--- config.mk ---
export PLATFORM = sky130hd
export DESIGN_NAME = calc_entry_ctrl_flat
export DESIGN_NICKNAME = d
export VERILOG_FILES = /design/src/rtl/calc_entry_ctrl_pkg.sv /design/src/rtl/calc_entry_ctrl_if.sv /design/src/rtl/calc_entry_ctrl_bcd_accum.sv /design/src/rtl/calc_entry_ctrl.sv /design/src/flat_wrapper.sv
export SDC_FILE = /design/constraint.sdc
export NUM_CORES = 1
export LEC_CHECK = 0
export BUFFER_PORTS_ARGS = -buffer_cell sky130_fd_sc_hd__buf_4
export CORE_MARGIN = 3
export CORE_UTILIZATION = 30
export DETAILED_ROUTE_END_ITERATION = 10
export PLACE_DENSITY = 0.55
export SLEW_MARGIN = 20
export SYNTH_ARGS = -nofsm -noshare
export SYNTH_HDL_FRONTEND = slang
export SYNTH_SLANG_ARGS = --single-unit
--- constraint.sdc ---
create_clock -name clk -period 3.3 [get_ports clk]
set_input_delay 0.495 -clock clk [delete_from_list [all_inputs] [get_ports clk]]
set_output_delay 0.495 -clock clk [all_outputs]
set_load 0.1 [all_outputs]
--- src/rtl/calc_entry_ctrl_pkg.sv ---
// Shared encodings for the calculator keypad-entry sequencer: key codes,
// operator / display encodings, FSM states and small key-decode helpers.
package calc_entry_ctrl_pkg;

  localparam logic [3:0] KEY_ADD = 4'd10;
  localparam logic [3:0] KEY_SUB = 4'd11;
  localparam logic [3:0] KEY_MUL = 4'd12;
  localparam logic [3:0] KEY_DIV = 4'd13;
  localparam logic [3:0] KEY_CLR = 4'd14;
  localparam logic [3:0] KEY_EQ  = 4'd15;

  typedef enum logic [1:0] {OPER_ADD, OPER_SUB, OPER_MUL, OPER_DIV} oper_e;
  typedef enum logic [1:0] {DISP_OP1, DISP_OPR, DISP_OP2, DISP_RES} disp_e;
  typedef enum logic [2:0] {ST_OP1, ST_OPR, ST_OP2, ST_WAIT, ST_SHOW} state_e;

  typedef struct packed {
    logic       valid;
    logic [3:0] code;
  } key_t;

  function automatic logic is_digit(logic [3:0] k);
    return k < 4'd10;
  endfunction

  function automatic logic is_oper(logic [3:0] k);
    return (k >= KEY_ADD) && (k <= KEY_DIV);
  endfunction

  function automatic oper_e key_to_oper(logic [3:0] k);
    logic [3:0] t;
    t = k - KEY_ADD;
    return oper_e'(t[1:0]);
  endfunction

endpackage

--- src/rtl/calc_entry_ctrl_if.sv ---
// Key-strobe / operand bus between keypad comparator, entry sequencer and
// the arithmetic datapath. slave = the sequencer.
interface calc_entry_ctrl_if #(parameter int NUM_W = 10);
  logic             key_valid;
  logic [3:0]       key_code;
  logic             op_done;
  logic [NUM_W-1:0] num1;
  logic [NUM_W-1:0] num2;
  logic             sig1;
  logic [1:0]       oper;
  logic             op_start;
  logic [1:0]       disp_mode;
  logic             err;

  modport master (
    output key_valid, key_code, op_done,
    input  num1, num2, sig1, oper, op_start, disp_mode, err
  );

  modport slave (
    input  key_valid, key_code, op_done,
    output num1, num2, sig1, oper, op_start, disp_mode, err
  );
endinterface

--- src/rtl/calc_entry_ctrl_bcd_accum.sv ---
// Decimal digit accumulator: value = value*10 + d, capped at MAX_DIGITS
// significant digits; leading zeros do not consume a digit slot.
module calc_entry_ctrl_bcd_accum #(
  parameter int MAX_DIGITS = 3,
  parameter int NUM_W      = 10,
  parameter int CNT_W      = 2
) (
  input  logic             clk,
  input  logic             rst_n,
  input  logic             clr,
  input  logic             load,
  input  logic             en,
  input  logic [3:0]       d,
  output logic [NUM_W-1:0] value,
  output logic [CNT_W-1:0] count
);

  logic [NUM_W+3:0] next_val;
  logic [NUM_W-1:0] d_ext;

  assign d_ext    = {{(NUM_W-4){1'b0}}, d};
  assign next_val = ({4'b0, value} << 3) + ({4'b0, value} << 1) + {4'b0, d_ext};

  always_ff @(posedge clk or negedge rst_n) begin
    if (!rst_n) begin
      value <= '0;
      count <= '0;
    end else if (clr) begin
      value <= '0;
      count <= '0;
    end else if (load) begin
      value <= d_ext;
      count <= (d != 4'd0) ? CNT_W'(1) : '0;
    end else if (en && (count < CNT_W'(MAX_DIGITS))) begin
      value <= next_val[NUM_W-1:0];
      if ((count != '0) || (d != 4'd0))
        count <= count + CNT_W'(1);
    end
  end

endmodule

--- src/rtl/calc_entry_ctrl.sv ---
// Keypad-entry sequencer: builds signed operand 1, operator and operand 2,
// launches the arithmetic unit on '=' and times out its done handshake.
module calc_entry_ctrl
  import calc_entry_ctrl_pkg::*;
#(
  parameter int MAX_DIGITS = 3,
  parameter int NUM_W      = 10,
  parameter int TIMEOUT    = 1000
) (
  input logic              clk,
  input logic              rst_n,
  calc_entry_ctrl_if.slave bus
);

  localparam int CNT_W   = $clog2(MAX_DIGITS + 1);
  localparam int TIMER_W = $clog2(TIMEOUT) > 0 ? $clog2(TIMEOUT) : 1;
  localparam int NUM_OPS = 2;

  key_t   key;
  logic   k_digit, k_oper, k_clr, k_eq, k_sub;

  state_e             state;
  logic               sig1_q;
  oper_e              oper_q;
  logic               op_start_q;
  disp_e              disp_q;
  logic               err_q;
  logic [TIMER_W-1:0] timer;

  logic [NUM_OPS-1:0]            acc_clr, acc_load, acc_en;
  logic [NUM_OPS-1:0][NUM_W-1:0] acc_val;
  logic [NUM_OPS-1:0][CNT_W-1:0] acc_cnt;

  assign key     = '{valid: bus.key_valid, code: bus.key_code};
  assign k_digit = key.valid && is_digit(key.code);
  assign k_oper  = key.valid && is_oper(key.code);
  assign k_clr   = key.valid && (key.code == KEY_CLR);
  assign k_eq    = key.valid && (key.code == KEY_EQ);
  assign k_sub   = key.valid && (key.code == KEY_SUB);

  // Operand 0 = num1, operand 1 = num2.
  always_comb begin
    acc_clr  = '0;
    acc_load = '0;
    acc_en   = '0;
    if (k_clr) begin
      acc_clr = '1;
    end else if (k_digit) begin
      case (state)
        ST_OP1:  acc_en[0]   = 1'b1;
        ST_OPR:  acc_load[1] = 1'b1;
        ST_OP2:  acc_en[1]   = 1'b1;
        ST_SHOW: begin
          acc_load[0] = 1'b1;
          acc_clr[1]  = 1'b1;
        end
        default: ;
      endcase
    end
  end

  for (genvar g = 0; g < NUM_OPS; g++) begin : g_acc
    calc_entry_ctrl_bcd_accum #(
      .MAX_DIGITS(MAX_DIGITS), .NUM_W(NUM_W), .CNT_W(CNT_W)
    ) u_acc (
      .clk  (clk),
      .rst_n(rst_n),
      .clr  (acc_clr[g]),
      .load (acc_load[g]),
      .en   (acc_en[g]),
      .d    (key.code),
      .value(acc_val[g]),
      .count(acc_cnt[g])
    );
  end

  always_ff @(posedge clk or negedge rst_n) begin
    if (!rst_n) begin
      state      <= ST_OP1;
      sig1_q     <= 1'b0;
      oper_q     <= OPER_ADD;
      op_start_q <= 1'b0;
      disp_q     <= DISP_OP1;
      err_q      <= 1'b0;
      timer      <= '0;
    end else begin
      op_start_q <= 1'b0;
      if (k_clr) begin
        state  <= ST_OP1;
        sig1_q <= 1'b0;
        oper_q <= OPER_ADD;
        disp_q <= DISP_OP1;
        err_q  <= 1'b0;
        timer  <= '0;
      end else begin
        case (state)
          ST_OP1: begin
            if (k_sub && (acc_cnt[0] == '0)) begin
              sig1_q <= ~sig1_q;
            end else if (k_oper && (acc_cnt[0] != '0)) begin
              oper_q <= key_to_oper(key.code);
              state  <= ST_OPR;
              disp_q <= DISP_OPR;
            end
          end
          ST_OPR: begin
            if (k_oper) begin
              oper_q <= key_to_oper(key.code);
            end else if (k_digit) begin
              state  <= ST_OP2;
              disp_q <= DISP_OP2;
            end
          end
          ST_OP2: begin
            // Digit count is zero exactly when the accumulated value is zero.
            if (k_eq) begin
              if ((oper_q == OPER_DIV) && (acc_cnt[1] == '0)) begin
                err_q <= 1'b1;
                state <= ST_SHOW;
              end else begin
                op_start_q <= 1'b1;
                timer      <= '0;
                state      <= ST_WAIT;
              end
            end
          end
          ST_WAIT: begin
            // op_done beats a coincident timeout.
            if (bus.op_done) begin
              state  <= ST_SHOW;
              disp_q <= DISP_RES;
            end else if (timer == TIMER_W'(TIMEOUT - 1)) begin
              err_q <= 1'b1;
              state <= ST_SHOW;
            end else begin
              timer <= timer + TIMER_W'(1);
            end
          end
          ST_SHOW: begin
            if (k_digit) begin
              sig1_q <= 1'b0;
              state  <= ST_OP1;
              disp_q <= DISP_OP1;
            end
          end
          default: state <= ST_OP1;
        endcase
      end
    end
  end

  assign bus.num1      = acc_val[0];
  assign bus.num2      = acc_val[1];
  assign bus.sig1      = sig1_q;
  assign bus.oper      = oper_q;
  assign bus.op_start  = op_start_q;
  assign bus.disp_mode = disp_q;
  assign bus.err       = err_q;

endmodule
--- src/flat_wrapper.sv ---
// flat-port wrapper written by rule: the top's interface ports become plain ports
module calc_entry_ctrl_flat import calc_entry_ctrl_pkg::*;
#(
  parameter int MAX_DIGITS = 3,
  parameter int NUM_W      = 10,
  parameter int TIMEOUT    = 1000
)
  (clk, rst_n, bus_key_valid, bus_key_code, bus_op_done, bus_num1, bus_num2, bus_sig1, bus_oper, bus_op_start, bus_disp_mode, bus_err);
  calc_entry_ctrl_if #(.NUM_W(NUM_W)) bus_i ();
  input logic clk;
  input logic rst_n;
  input wire logic [$bits(bus_i.key_valid)-1:0] bus_key_valid;
  input wire logic [$bits(bus_i.key_code)-1:0] bus_key_code;
  input wire logic [$bits(bus_i.op_done)-1:0] bus_op_done;
  output wire logic [$bits(bus_i.num1)-1:0] bus_num1;
  output wire logic [$bits(bus_i.num2)-1:0] bus_num2;
  output wire logic [$bits(bus_i.sig1)-1:0] bus_sig1;
  output wire logic [$bits(bus_i.oper)-1:0] bus_oper;
  output wire logic [$bits(bus_i.op_start)-1:0] bus_op_start;
  output wire logic [$bits(bus_i.disp_mode)-1:0] bus_disp_mode;
  output wire logic [$bits(bus_i.err)-1:0] bus_err;
  assign bus_i.key_valid = bus_key_valid;
  assign bus_i.key_code = bus_key_code;
  assign bus_i.op_done = bus_op_done;
  assign bus_num1 = bus_i.num1;
  assign bus_num2 = bus_i.num2;
  assign bus_sig1 = bus_i.sig1;
  assign bus_oper = bus_i.oper;
  assign bus_op_start = bus_i.op_start;
  assign bus_disp_mode = bus_i.disp_mode;
  assign bus_err = bus_i.err;
  calc_entry_ctrl #(.MAX_DIGITS(MAX_DIGITS), .NUM_W(NUM_W), .TIMEOUT(TIMEOUT)) u_core (.clk(clk), .rst_n(rst_n), .bus(bus_i));
endmodule
==> metrics.cfg <==
[run_status]
status=finished clean

[synthesis]
syn_avg_cell_area_um2=9.633
synth-edff-count=0
async_reset_ff_share_pct=100.0
syn_area_um2=3266
synth_seq_cells=44
yosysSeqAreaShare_pct=33.72
yosys_warnings=0
yosys_most_used_dff=dfrtp_1
syn-num-nets=384
synth.distinct_cells=58
postSynthCellCount=339

[layout]
area_growth_pct=13.79
ff_latch_area_um2=1101
multi_input_comb_area_um2=2014
fin_nets=414
antennaDiodeCount=0
nFillCells=1116
final_common_cell=dfrtp_1
layout_common_cells=dfrtp_1, buf_4, ha_1, nand2_1, o21ai_0
drive_gt1_share_pct=16.80

[floorplanning]
dieArea_um2=12170
rows=37
ios=35
initial_core_util_pct=31.21
core_um2=10460
die_w_um=110.3
dieHeight_um=110.3

[detailed_routing]
wl_per_cell_um=14.67
vias_per_cell=5.095
ant_nets=0
drtIter0Drc=143
drtPass1Iterations=4
route.detailed.drc=0
vias=2573
drt-total-wl_um=7406

[cts]
post_cts.repair.setup_buffers=0
clkTransAtPathRegs_ns=0.09
clkLatencyLatePin_ns=0.30
h-tree-depth=2
cts_buffers=5
holdBufCountCts=0
cts_root_buffer=clkbuf_8
cts.sinks=44
cts_tree=yes
ctsLongestPathBuffers=2
cts_resized=0

[sta]
final.setup.tns_ns=0
fin_crit_sh_pct=76.47
worst_pin_slew_ns=0.6278
setup_viol=0
finalCriticalPeriod_ns=2.524
slew_headroom_pct=57.80
finalHoldViolCount=0
rsz0062_at_grt=no
drv_slew=0
fmax_mhz=396.3
skew_ns=0.01451

[place]
numPortBuffers=34
dp_hpwl_um=5654
gp_congestion=0.7960

[setup_path]
rr_worst_depth=9
cp-startpoint=u_core.g_acc[1].u_acc.value[0]$_DFFE_PN0P_
endpoint=u_core.g_acc[1].u_acc.value[8]$_DFFE_PN0P_
start_kind=flip-flop
cp.required_ns=3.48
worst-setup-path-type=reg -> reg
crit_path_end_kind=flip-flop
reg2reg_slack_ns=0.78
r2r_start=u_core.g_acc[1].u_acc.value[0]$_DFFE_PN0P_
regToRegEndpoint=u_core.g_acc[1].u_acc.value[8]$_DFFE_PN0P_
worstPathMaxFanout=4
crit_arrival_ns=2.71

[hold_path]
hold_class=in -> async

[global_route]
grt_pass1_vias=2563
grt_pass1_wl_um=12700
antenna_found_initial=0
overflow=0
grt_max_degree=45
grt_use_total_pct=13.14

[job]
drv_cap=0

## cells by family after synthesis
logic type / share of synthesized area [%]
and+or+nand+nor: 16.25
buffers and inverters: 4.598
xor gates and xnor gates: 4.828
adders and majority gates: 15.10
AOI/OAI and AO/OA: 24.25
muxes: 1.264
DFF: 33.72
## Yosys cell counts, drive strengths merged (2+ instances only)
cell type   n  area, um2
mux2i       3      30.03
nor3b       3      27.52
buf        13      86.33
dfrtp      44       1101
fa          4      80.08
nor2b       6      37.54
a21oi      18      97.60
nor2       14      62.56
or2         2      12.52
and3        5      31.28
a21o        7      52.55
xor2        2      17.52
o21ai      25      125.1
and3b       2      17.52
a22oi       2      15.01
nand4       6      43.79
xnor2      16      140.1
nand2b      3      18.77
a22o       13      113.9
a31oi       6      37.54
o22a        2      17.52
inv        17      63.81
o31ai      12      105.1
nor3        7      35.03
a211oi      5      42.54
o21bai      5      37.54
nand2      27      101.4
and4b       2      20.02
ha         33      412.9
nand3      12      60.06
o22ai       5      31.28
o21a        3      22.52
## through the flow
step                      utilization (%)  cell area (um2)  setup slack [ns]  cells  hold WS, ns
after floorplan                         -             3266            0.2665    339       0.1994
after global placement              34.60             3620            0.6431    498       0.4683
after detailed placement            34.60             3620            0.6126    498       0.4693
after CTS                           35.52             3716            0.7436    505       0.2082
after global routing                35.52             3716            0.5894    505       0.2341
final                               35.52             3716            0.7764    505       0.1767
## final cells by class
type | count | share of cell area [%]
multi-input cells | 265 | 54.21
repair buffers | 36 | 7.273
well taps | 136 | 4.579
clock buffers | 7 | 2.593
inverters | 17 | 1.717
flip-flops and latches | 44 | 29.63
## registers in the layout, summed over array words and instances, names as in the netlist
register / flops
u_core.g_acc.u_acc.value: 20
u_core.bus.op_start: 1
u_core.timer: 10
u_core.bus.err: 1
u_core.bus.oper: 2
u_core.bus.disp_mode: 2
u_core.g_acc.u_acc.count: 4
u_core.state: 3
u_core.bus.sig1: 1
## how the worst min path moves through the flow
stage / slack (ns) / cells past startpoint / endpoint
final: 0.18 / 1 / u_core.g_acc[0].u_acc.value[7]$_DFFE_PN0P_
after global routing: 0.23 / 1 / u_core.g_acc[0].u_acc.value[7]$_DFFE_PN0P_
after global placement: 0.47 / 1 / u_core.timer[8]$_DFFE_PN0P_
after CTS: 0.21 / 1 / u_core.g_acc[0].u_acc.value[7]$_DFFE_PN0P_
after detailed placement: 0.47 / 1 / u_core.timer[8]$_DFFE_PN0P_
after floorplan: 0.20 / 0 / u_core.bus.disp_mode[0]$_DFFE_PN0P_
## worst max-delay path: stages (launching register included)
cell	delay, ns
dfrtp_1	0.43
inv_1	0.08
fa_1	0.53
inv_1	0.07
fa_1	0.48
a211oi_1	0.26
o21bai_1	0.11
a21oi_1	0.18
xnor2_1	0.08
a22o_1	0.19
## metal layers
metal  part of all wire, %  vias to the layer above  track usage [%]  routed length (um)
met5                     0                        -                0                   0
met4                   1.7                        0            4.222                 125
met3                   3.0                        8            2.038                 224
met2                    46                       42            20.97                3392
met1                    49                     1204            18.24                3663
li1                      -                     1319                -                   -
Power is left out: the tool's default activity adds up to more than one toggle a clock period on the data nets, which glitch-free logic cannot reach.
